<file path="config.mk">
export PLATFORM = sky130hd
export DESIGN_NAME = ieee754_result_queue
export DESIGN_NICKNAME = d
export VERILOG_FILES = /design/src/rtl/ieee754_pkg.sv /design/src/rtl/ieee754_classify.sv /design/src/rtl/ieee754_result_queue.sv
export SDC_FILE = /design/constraint.sdc
export NUM_CORES = 1
export LEC_CHECK = 0
export CELL_PAD_IN_SITES_DETAIL_PLACEMENT = 0
export CELL_PAD_IN_SITES_GLOBAL_PLACEMENT = 1
export CORE_ASPECT_RATIO = 1.25
export CORE_MARGIN = 2
export CORE_UTILIZATION = 49
export DETAILED_ROUTE_END_ITERATION = 16
export PLACE_DENSITY_LB_ADDON = 0.1
export SYNTH_ARGS = -nofsm -noshare
export SYNTH_HDL_FRONTEND = slang
export SYNTH_SLANG_ARGS = --single-unit
</file>
<file path="constraint.sdc">
create_clock -name clk -period 3.4 [get_ports clk]
set_input_delay 0.34 -clock clk [delete_from_list [all_inputs] [get_ports clk]]
set_output_delay 0.34 -clock clk [all_outputs]
set_load 0.02 [all_outputs]
</file>
<file path="src/rtl/ieee754_pkg.sv">
// Shared IEEE-754 single-precision constants and flag bit positions.
// Flag vector layout: {nan, inf, zero, ovf, udf}.
package ieee754_pkg;

  localparam int unsigned EXP_W   = 8;
  localparam int unsigned MAN_W   = 23;
  localparam logic [EXP_W-1:0] EXP_MAX = 8'hFF;

  localparam int unsigned FLAG_W = 5;
  localparam int unsigned NAN    = 4;
  localparam int unsigned INF    = 3;
  localparam int unsigned ZERO   = 2;
  localparam int unsigned OVF    = 1;
  localparam int unsigned UDF    = 0;

endpackage

</file>
<file path="src/rtl/ieee754_classify.sv">
// Combinational classification and optional flush-to-zero of a multiplier result.
// Ports:
//   word    - raw single-precision result
//   mul_ovf - multiplier overflow flag
//   mul_udf - multiplier underflow flag
//   result  - word after flushing (unchanged unless FTZ flushes a subnormal)
//   flags   - {nan, inf, zero, ovf, udf}
module ieee754_classify
  import ieee754_pkg::*;
#(
  parameter int unsigned FTZ = 1
) (
  input  logic [31:0]       word,
  input  logic              mul_ovf,
  input  logic              mul_udf,
  output logic [31:0]       result,
  output logic [FLAG_W-1:0] flags
);

  logic [EXP_W-1:0] exp_field;
  logic [MAN_W-1:0] man_field;
  logic             subnormal;
  logic             flush;

  assign exp_field = word[30:23];
  assign man_field = word[22:0];
  assign subnormal = (exp_field == '0) && (man_field != '0);
  assign flush     = (FTZ != 0) && subnormal;

  always_comb begin
    result      = flush ? {word[31], 31'b0} : word;
    flags       = '0;
    flags[NAN]  = (exp_field == EXP_MAX) && (man_field != '0);
    flags[INF]  = (exp_field == EXP_MAX) && (man_field == '0);
    // Zero is judged on the flushed word so a flushed subnormal reads as zero.
    flags[ZERO] = (result[30:0] == '0);
    flags[OVF]  = mul_ovf || flags[INF];
    flags[UDF]  = mul_udf || flush;
  end

endmodule

</file>
<file path="src/rtl/ieee754_result_queue.sv">
// Result queue for ieee754_mul: classifies each pushed result, stores word plus flags in a
// DEPTH-entry FIFO and accumulates sticky flags.
// Ports:
//   clk, rst_n                  - clock, asynchronous active-low reset
//   in_valid/in_ready           - push handshake; in_s, in_ovf, in_udf are the payload
//   out_valid/out_ready         - pop handshake; out_data, out_flags are the head entry
//   sticky_flags, clr_sticky    - OR of accepted flags, synchronous clear
//   count                       - number of occupied entries
module ieee754_result_queue
  import ieee754_pkg::*;
#(
  parameter int unsigned DEPTH = 4,
  parameter int unsigned FTZ   = 1
) (
  input  logic                       clk,
  input  logic                       rst_n,
  input  logic                       in_valid,
  input  logic [31:0]                in_s,
  input  logic                       in_ovf,
  input  logic                       in_udf,
  output logic                       in_ready,
  output logic                       out_valid,
  input  logic                       out_ready,
  output logic [31:0]                out_data,
  output logic [FLAG_W-1:0]          out_flags,
  output logic [FLAG_W-1:0]          sticky_flags,
  input  logic                       clr_sticky,
  output logic [$clog2(DEPTH):0]     count
);

  localparam int unsigned PTR_W = $clog2(DEPTH);
  localparam int unsigned CNT_W = PTR_W + 1;

  logic [31:0]       data_mem [DEPTH];
  logic [FLAG_W-1:0] flag_mem [DEPTH];

  logic [PTR_W-1:0]  wptr_q, wptr_d;
  logic [PTR_W-1:0]  rptr_q, rptr_d;
  logic [CNT_W-1:0]  count_q, count_d;
  logic [FLAG_W-1:0] sticky_q, sticky_d;

  logic [31:0]       cls_word;
  logic [FLAG_W-1:0] cls_flags;
  logic              push;
  logic              pop;

  ieee754_classify #(
    .FTZ (FTZ)
  ) u_classify (
    .word    (in_s),
    .mul_ovf (in_ovf),
    .mul_udf (in_udf),
    .result  (cls_word),
    .flags   (cls_flags)
  );

  // Handshakes depend on registered count only, so out_ready never reaches in_ready.
  assign in_ready  = (count_q != CNT_W'(DEPTH));
  assign out_valid = (count_q != '0);
  assign push      = in_valid && in_ready;
  assign pop       = out_valid && out_ready;

  always_comb begin
    wptr_d   = wptr_q;
    rptr_d   = rptr_q;
    count_d  = count_q;
    sticky_d = sticky_q;

    // Power-of-two DEPTH: pointer overflow is the modulo wrap.
    if (push) wptr_d = wptr_q + PTR_W'(1);
    if (pop)  rptr_d = rptr_q + PTR_W'(1);

    unique case ({push, pop})
      2'b10:   count_d = count_q + CNT_W'(1);
      2'b01:   count_d = count_q - CNT_W'(1);
      default: count_d = count_q;
    endcase

    // A push in the same cycle as a clear wins over the clear.
    if (push) begin
      sticky_d = clr_sticky ? cls_flags : (sticky_q | cls_flags);
    end else if (clr_sticky) begin
      sticky_d = '0;
    end
  end

  always_ff @(posedge clk or negedge rst_n) begin
    if (!rst_n) begin
      wptr_q   <= '0;
      rptr_q   <= '0;
      count_q  <= '0;
      sticky_q <= '0;
    end else begin
      wptr_q   <= wptr_d;
      rptr_q   <= rptr_d;
      count_q  <= count_d;
      sticky_q <= sticky_d;
    end
  end

  // Storage is not reset; empty-queue outputs are masked below instead.
  always_ff @(posedge clk) begin
    if (push) begin
      data_mem[wptr_q] <= cls_word;
      flag_mem[wptr_q] <= cls_flags;
    end
  end

  assign out_data     = out_valid ? data_mem[rptr_q] : '0;
  assign out_flags    = out_valid ? flag_mem[rptr_q] : '0;
  assign sticky_flags = sticky_q;
  assign count        = count_q;

endmodule

</file>
==> results of run 1 <==
==> power by group through the flow <==
stage,sequential (uW),clock [uW],combinational [uW]
after floorplan,2730,0,1710
after global placement,2800,0,2830
after detailed placement,2820,0,2840
after CTS,2780,1730,2850
after global routing,2810,1810,2980
final,2770,1690,2790
==> routing by layer <==
metal  track usage [%]  wire length, um  vias up
met5                 0                0        -
met4              5.92              151        0
met3              3.94              413       11
met2              33.5             6740       90
met1              22.8             5290     1736
li1                  -                -     1524
==> layout by cell type, fill, tap and decap left out, drive strengths merged, types with 3 or more instances in the layout <==
master	instances
xor2	3
clkdlybuf4s50	85
nand4	3
and2	66
nor2	4
clkbuf	19
dfrtp	12
xnor2	3
inv	8
mux4	37
nor4	8
edfxtp	148
clkinv	7
clkinvlp	4
ha	5
buf	14
nand2	6
==> cell families (layout without fill, tap and decap cells) <==
logic type               Yosys count  after routing
buffers and inverters             31            138
flip-flops                       160            160
AO/OA/AOI/OAI                      9              9
XOR/XNOR                           6              6
multiplexers                      38             38
adder cells (fa/ha/maj)            6              6
AND/OR/NAND/NOR                   93             93
==> final cells by class <==
cell class	count	area [um^2]	share of cell area (%)
sequential	160	4750	58.3
multi-input combinational	152	1610	19.8
timing repair buffer	99	1010	12.4
clock buffer	19	433	5.32
tap	171	214	2.63
clock inverter	12	96.3	1.18
inverter	8	30.0	0.369
==> metrics by stage <==
step | setup WS [ns] | area, um^2 | cells | hold WS (ns)
2_1_floorplan | 0.977 | 6500 | 343 | 0.0444
3_3_place_gp | 0.922 | 7610 | 590 | 0.488
3_5_place_dp | 0.897 | 7610 | 590 | 0.485
4_1_cts | 0.467 | 8140 | 621 | 0.315
5_1_grt | 0.383 | 8140 | 621 | 0.340
6_report | 0.526 | 8140 | 621 | 0.309
==> worst max path at each step <==
stage,slack (ns),from,to,cells past startpoint
4_1_cts,0.47,rptr_q[0],out_flags[2],4
2_1_floorplan,0.98,count[0],data_mem[0][0],4
3_3_place_gp,0.92,rptr_q[0],out_flags[4],4
5_1_grt,0.38,rptr_q[0],out_flags[2],4
3_5_place_dp,0.90,rptr_q[0],out_flags[2],4
6_report,0.53,rptr_q[0],out_flags[2],4
==> flip-flops by register name (all words and copies together), names as in the netlist <==
register	cells
count	3
data_mem	128
flag_mem	20
rptr_q	2
sticky_flags	5
wptr_q	2
==> worst max-delay path: cells and delay by family, from the launching register on <==
family,cells,cell delay (ns)
AND/OR/NAND/NOR,1,0.17
multiplexers,1,0.52
buffers and inverters,2,0.81
flip-flops,1,0.62
==> metrics.txt, run 1 <==
H-tree levels=4; worst reg-to-reg setup slack=1.10 ns; DRC=0; core region area=13100 um^2; total power=7250 uW; post-synthesis register bit count=160; post-route ant nets=0; Layout area overhead=25.2%; Reg2Reg Depth=6; total wire length=12600 um; Post-synth top cells=edfxtp_1, and2_1, mux4_2; Int Pwr=5010 uW; diode count=0; Slew HR=53.9%; worst vdd ir=486 uV; xor/xnor share of the synthesized area=0.809%; Post-CTS Setup Inserts=0; Period minus WS final=2.87 ns; crit-path max FO=12; Crit path arrival time=2.53 ns; first-iteration detailed-routing DRC count=162; die area=14200 um^2; drt wl/cell=20.3 um; Tot GR Track Use=18.8%; clk_lat worst skew=0.41 ns; top-level I/O count=86; Clock Path Buffers=2; combinational group share of total power=38.5%; Hold Crit Class=input port to async pin; first-pass GRT wire length=19400 um; initial antenna violation count=0; RSZ-0062 raised after global routing=false; startpoint types=flop; sequential share of power=38.2%; CTS clk-pin slew, worst paths=0.06 ns; Setup TNS Final=0 ns; Core Rows=47; Via density=5.41; largest family of logic cells by synthesized area=multiplexers; Setup Skew=0.00773 ns; EDFF count, synth=148; syn_nets=388; Die Span Y=133 um; TritonCTS clock tree=yes; critical path cell sequence=buf_4, mux4_2, and2_1, clkdlybuf4s50_1; dpl hpwl=8180 um; critical path type=flop to primary output; origin of the critical flop-to-flop path=count[2]; I/O Buffers=85; hold_buf cts=0; post-synth top area share=68.4%; Slew @ Worst Pin=0.691 ns; Syn Area/Cell=18.9 um^2; post-synthesis compound-gate area fraction=1.06%; share of layout cells above drive strength 1=18.9%; Synth Area in Simple Gates=8.63%; Fmax=348 MHz; # Max-Cap Violations=0; Psw=2240 uW; Critical Path Max Stage Delay=0.62 ns; Initial Utilization=49.6%; worst r2r dst=count[1]; asr flop ratio synth=7.50%; CTS buffer count=17; switching part of the total power=30.9%; Area contributors post-synth=edfxtp_1, mux4_2, and2_1; Post-Syn Area=6500 um^2; synth warn=0; Netlist cell types=33; Cells after Synth=343; Die Wd=107 um; register area share after synthesis=73.0%; cell with the most instances after synthesis=edfxtp_1; mux contribution to synthesized area=13.0%; clock root buffer=clkbuf_16; Worst EP required=3.06 ns; slowest CP cell=dfrtp_2; Pwr Density=891 nW/um^2; Final Cycle Share=84.5%; Adder-Cell Fraction of Synth Area=1.27%; CTS resizes=0; clk sinks=160; grt total ovfl=0; Fin. Hold Viols=0; Final nets=483; Most used DFF post-synth=edfxtp_1; Final Core Density=62.1%; Clock power frac=23.3%; fillers=974; 1st-pass router iterations=4; post-synth top area cell=edfxtp_1; count of final setup violators=0; leakage power=0.00275 uW; Placer Congestion=0.698; Slew Limit Fails=0; crit end category=primary output; largest net degree at the start of global routing=28; status=completed; vias in the first global route=3600; via count=3361
Note: power is estimated with default switching activity, not from simulation.
==> run 2: changes to the inputs <==
--- a/config.mk
+++ b/config.mk
@@ -9,7 +9,7 @@
 export CELL_PAD_IN_SITES_GLOBAL_PLACEMENT = 1
 export CORE_ASPECT_RATIO = 1.25
 export CORE_MARGIN = 2
-export CORE_UTILIZATION = 49
+export CORE_UTILIZATION = 47
 export DETAILED_ROUTE_END_ITERATION = 16
 export PLACE_DENSITY_LB_ADDON = 0.1
 export SYNTH_ARGS = -nofsm -noshare
==> constraint.sdc (replaced) <==
create_clock -name clk -period 2.76 [get_ports clk]
set_input_delay 0.276 -clock clk [delete_from_list [all_inputs] [get_ports clk]]
set_output_delay 0.276 -clock clk [all_outputs]
set_load 0.02 [all_outputs]
==> run 2 against run 1 <==
Effect of this change:
- combinational power grew 27%
- critical path type unchanged
- total power grew 27%
- final cell count rose by 0.81%
- hold slack got worse by 0.083 ns
- clock skew up 0.0013 ns
- register-to-register slack got worse by 0.34 ns
- wire length hardly changed
- design area grew 1.4%
- critical endpoint is now out_flags[4]
- sequential share of layout area is 0.79 points lower
- non-clock buffer count stayed put
- first-iteration DRC count rose by 42%
- utilization shrank 1.5 points
- highest routed layer unchanged
==> metrics.txt, run 2 (synthesized netlist as in run 1, its figures left out) <==
CTS resizes=0; total wire length=12600 um; cell count after placement=593; Final Cycle Share=96.5%; TritonCTS clock tree=yes; Setup TNS Final=0 ns; multi-input logic area=1610 um^2; combinational group share of total power=38.5%; startpoint types=flop; Fmax=376 MHz; Via density=5.32; Post-CTS Setup Inserts=0; die area=14800 um^2; Final Instance Count excl. Fillers=626; Pwr Density=1110 nW/um^2; critical path type=flop to primary output; crit-path max FO=14; Die Span Y=135 um; Slew Limit Fails=0; Setup Skew=0.00902 ns; clk_lat worst skew=0.41 ns; status=completed; largest net degree at the start of global routing=39; Critical Path Sink=out_flags[4]; crit path from=rptr_q[0]; crit end category=primary output; via count=3330; worst vdd ir=608 uV; first-pass GRT wire length=19100 um; clk sinks=160; Top reg by flops=data_mem; worst r2r dst=count[2]; CTS buffer count=17; count of final setup violators=0; Worst EP required=2.48 ns; sequential share of power=36.7%; I/O Buffers=85; Layout area overhead=27.0%; Initial Utilization=47.7%; setup ws final=0.0978 ns; drt wl/cell=20.1 um; number of flip-flops in the largest register=128; top-level I/O count=86; Tot GR Track Use=18.2%; Placer Congestion=0.718; Clock power frac=24.8%; worst reg-to-reg setup slack=0.76 ns; switching part of the total power=30.2%; commonest non-fill, non-tap cell in the layout=edfxtp_1; Die Wd=109 um; Crit path arrival time=2.39 ns; Final nets=483; Int Pwr=6420 uW; 1st-pass router iterations=4; share of layout cells above drive strength 1=18.8%; RSZ-0062 raised after global routing=false; most frequent cells in the layout=edfxtp_1, clkdlybuf4s50_1, and2_1, mux4_2, clkbuf_16; dpl hpwl=7630 um; leakage power=0.00280 uW; core region area=13600 um^2; Final Core Density=60.5%; vias in the first global route=3516; H-tree levels=4; Clock Path Buffers=2; Core Rows=48; DRC=0; Psw=2770 uW; Slew @ Worst Pin=0.558 ns; clock root buffer=clkbuf_16; first-iteration detailed-routing DRC count=230; initial antenna violation count=0; hold_buf cts=0; # Max-Cap Violations=0; fillers=1015; Slew HR=62.7%; origin of the critical flop-to-flop path=count[2]; grt total ovfl=0; diode count=0; post-route ant nets=0; Period minus WS final=2.66 ns; Fin. Hold Viols=0; CTS clk-pin slew, worst paths=0.06 ns; storage element area=4750 um^2; Reg2Reg Depth=8; Hold Crit Class=input port to async pin; Worst Setup Slack post-DPL=0.446 ns
## run 2: changes by cell type in the layout (fill, tap and decap cells not counted), sizes merged
cell	delta
clkinvlp	-4
clkinv	+1
clkbuf	+3
buf	-1
bufinv	+2
## run 2: per-stage QoR
stage	hold WS, ns	total power [uW]	instance area (um^2)
final	0.226	9200	8250
after global routing	0.259	9630	8250
after CTS	0.248	9260	8230
after detailed placement	0.491	6990	7640
after global placement	0.490	6970	7640
after floorplan	-0.0196	5470	6500
## run 2: worst min path at each step
stage / start / end / slack (ns)
6_report: rst_n / wptr_q[0] / 0.23
4_1_cts: rst_n / wptr_q[1] / 0.25
2_1_floorplan: rst_n / count[0] / -0.02
5_1_grt: rst_n / wptr_q[0] / 0.26
3_3_place_gp: sticky_flags[4] / sticky_flags[4] / 0.49
3_5_place_dp: sticky_flags[4] / sticky_flags[4] / 0.49
## run 2: cell type report
type,count,share of cell area (%)
Sequential cell,160,57.5
Clock inverter,11,1.70
Timing Repair Buffer,99,12.9
Inverter,8,0.364
Clock buffer,21,5.34
Multi-Input combinational cell,152,19.5
Tap cell,175,2.65
## run 2: metal layers
layer	share of wire, %	GRT usage [%]	wire [um]
met4	0.84	4.85	106
met1	42	22.3	5260
met5	0	0	0
met3	3.7	4.67	463
met2	54	31.9	6770
## run 2: power by group through the flow
| stage | sequential, uW | combinational, uW | clock [uW] |
|---|---|---|---|
| finish | 3380 | 3540 | 2280 |
| global route | 3420 | 3800 | 2410 |
| CTS | 3380 | 3580 | 2310 |
| detailed placement | 3430 | 3560 | 0 |
| global placement | 3400 | 3570 | 0 |
| floorplan | 3360 | 2110 | 0 |
## run 2: critical path, cell delays in order (launching register included)
cell	delay, ns
dfrtp_2	0.51
buf_12	0.21
mux4_2	0.50
and2_1	0.20
clkdlybuf4s50_1	0.55
==> run 3: changes to the inputs <==
--- a/config.mk
+++ b/config.mk
@@ -5,11 +5,12 @@
 export SDC_FILE = /design/constraint.sdc
 export NUM_CORES = 1
 export LEC_CHECK = 0
+export ABC_AREA = 1
 export CELL_PAD_IN_SITES_DETAIL_PLACEMENT = 0
 export CELL_PAD_IN_SITES_GLOBAL_PLACEMENT = 1
 export CORE_ASPECT_RATIO = 1.25
 export CORE_MARGIN = 2
-export CORE_UTILIZATION = 47
+export CORE_UTILIZATION = 44
 export DETAILED_ROUTE_END_ITERATION = 16
 export PLACE_DENSITY_LB_ADDON = 0.1
 export SYNTH_ARGS = -nofsm -noshare
==> run 3 against run 2 <==
Effect of this change:
- non-clock buffer count up 1
- global-route usage up 1.1 points
- design area up 3.5%
- worst setup slack better by 0.062 ns
- clock-buffer cell count down 2
- critical path type unchanged
==> metrics.txt, run 3 <==
status=completed; initial antenna violation count=0; critical path cell sequence=inv_2, buf_12, o21ai_0, a21oi_1, clkdlybuf4s50_1; vias in the first global route=4460; critical path type=flop to primary output; H-tree levels=4; Final nets=726; grt total ovfl=0; die area=16500 um^2; EDFF count, synth=148; Pwr Density=1160 nW/um^2; first-iteration detailed-routing DRC count=204; Period minus WS final=2.60 ns; Slew Limit Fails=0; Slew @ Worst Pin=0.618 ns; clk_lat worst skew=0.41 ns; origin of the critical flop-to-flop path=count[0]; worst reg-to-reg setup slack=0.63 ns; TritonCTS clock tree=yes; worst vdd ir=579 uV; post-synth top area cell=edfxtp_1; Die Wd=115 um; # Max-Cap Violations=0; crit path from=rptr_q[0]; cell with the most instances after synthesis=nor2_1; Post-Syn Area=6830 um^2; number of flip-flops in the largest register=128; core region area=15100 um^2; Hold Crit Class=input port to async pin; clock root buffer=clkbuf_16; Fmax=385 MHz; total wire length=15000 um; worst r2r dst=count[2]; clk sinks=160; Final Instance Area=8540 um^2; storage element area=4750 um^2; crit-path max FO=52; most frequent cells in the layout=nor2_1, edfxtp_1, clkdlybuf4s50_1, o21ai_0, inv_1; syn_nets=646; DRC=0; share of layout cells above drive strength 1=11.2%; Core Rows=50; Crit path arrival time=2.32 ns; Via density=4.90; startpoint types=flop; count of final setup violators=0; fillers=1276; via count=4421; CTS buffer count=17; first-pass GRT wire length=23700 um; Tot GR Track Use=19.2%; Worst EP required=2.48 ns; hold slack=0.251 ns; drt wl/cell=16.7 um; Top reg by flops=data_mem; placement-stage cell area=7930 um^2; Most used DFF post-synth=edfxtp_1; Post-synth top cells=nor2_1, edfxtp_1, o21ai_0; Setup Skew=0.00933 ns; Critical Path Sink=out_flags[4]; Netlist cell types=33; multi-input logic area=1720 um^2; 1st-pass router iterations=4; slowest CP cell=clkdlybuf4s50_1; Reg2Reg Depth=9; Placer Congestion=0.753; commonest non-fill, non-tap cell in the layout=nor2_1; Slew HR=58.7%; Clock Path Buffers=2; Syn Area/Cell=11.4 um^2; post-synth top area share=65.1%; Final Cycle Share=94.2%; Critical Path Max Stage Delay=0.66 ns; top-level I/O count=86; crit end category=primary output; Fin. Hold Viols=0; synth warn=0; largest net degree at the start of global routing=53; diode count=0; Area contributors post-synth=edfxtp_1, nor2_1, o21ai_0; RSZ-0062 raised after global routing=false; I/O Buffers=85; Cells after Synth=601; Die Span Y=143 um; post-synthesis register bit count=160; dpl hpwl=9210 um; CTS clk-pin slew, worst paths=0.07 ns; register area share after synthesis=69.5%; Initial Utilization=45.3%; Layout area overhead=25.1%; post-route ant nets=0; asr flop ratio synth=7.50%; leakage power=0.00305 uW
[run 3: cell types whose count changed in the layout (fill, tap and decap cells not counted), sizes merged, moves of 2 or more]
cell	delta
and2	-66
nor4	-7
clkinvlp	+3
nor2	+192
a21oi	+38
mux4	-37
nand3	+2
o21ai	+76
buf	+2
inv	+36
clkinv	-2
nand2	+19
clkbuf	-3
[run 3: layer usage]
| metal | up-vias | GRT usage, % | wire length, um | part of all wire (%) |
|---|---|---|---|---|
| li1 | 2188 | - | - | - |
| met1 | 2127 | 23.9 | 6410 | 43 |
| met2 | 102 | 33.1 | 7850 | 52 |
| met3 | 4 | 4.33 | 666 | 4.4 |
| met4 | 0 | 6.28 | 100 | 0.67 |
| met5 | - | 0 | 0 | 0 |
[run 3: stage by stage]
step | total power [uW] | setup TNS, ns | setup slack, ns | utilization [%] | instances
floorplan | 5870 | -42.54 | -0.287 | - | 601
global placement | 7640 | 0 | 0.462 | 52.6 | 869
detailed placement | 7680 | 0 | 0.448 | 52.6 | 869
CTS | 10000 | 0 | 0.0674 | 56.6 | 901
global route | 10500 | 0 | 0.0218 | 56.7 | 902
finish | 9930 | 0 | 0.160 | 56.7 | 902
[run 3: how the worst min path moves through the flow]
stage                                  to
after global placement    sticky_flags[1]
final                     sticky_flags[2]
after global routing             count[1]
after floorplan                  count[0]
after CTS                        count[1]
after detailed placement  sticky_flags[0]
[run 3: logic make-up after synthesis]
| kind of cell | share of synthesized area (%) |
|---|---|
| and+or+nand+nor | 14.1 |
| AOI/OAI and AO/OA | 8.72 |
| buffers and inverters | 5.88 |
| DFF | 69.5 |
| xor gates and xnor gates | 0.641 |
| adders and majority gates | 1.21 |
[run 3: what timing repair did]
action,4_1_cts,5_1_grt
pin swaps,0,0
setup buffers,0,1
gates resized for setup,1,1
gates cloned,0,0
setup endpoints to repair,3,8
hold buffers,0,0
[run 3: critical path: cells and delay by family, from the launching register on]
kind                   cells  cell delay (ns)
DFF                        1             0.56
buffers and inverters      3             1.00
AOI/OAI and AO/OA          2             0.35
[run 3: power by group]
group	switching (uW)	total, uW	internal [uW]
sequential	170	3370	3200
clock	909	2330	1420
combinational	2520	4230	1710
[run 3: final cells by class]
class	count	share of cell area [%]
sequential	160	55.6
multi-input combinational	359	20.1
clock buffer	19	5.07
timing repair buffer	100	12.3
clock inverter	13	1.92
tap	208	3.05
inverter	43	1.92
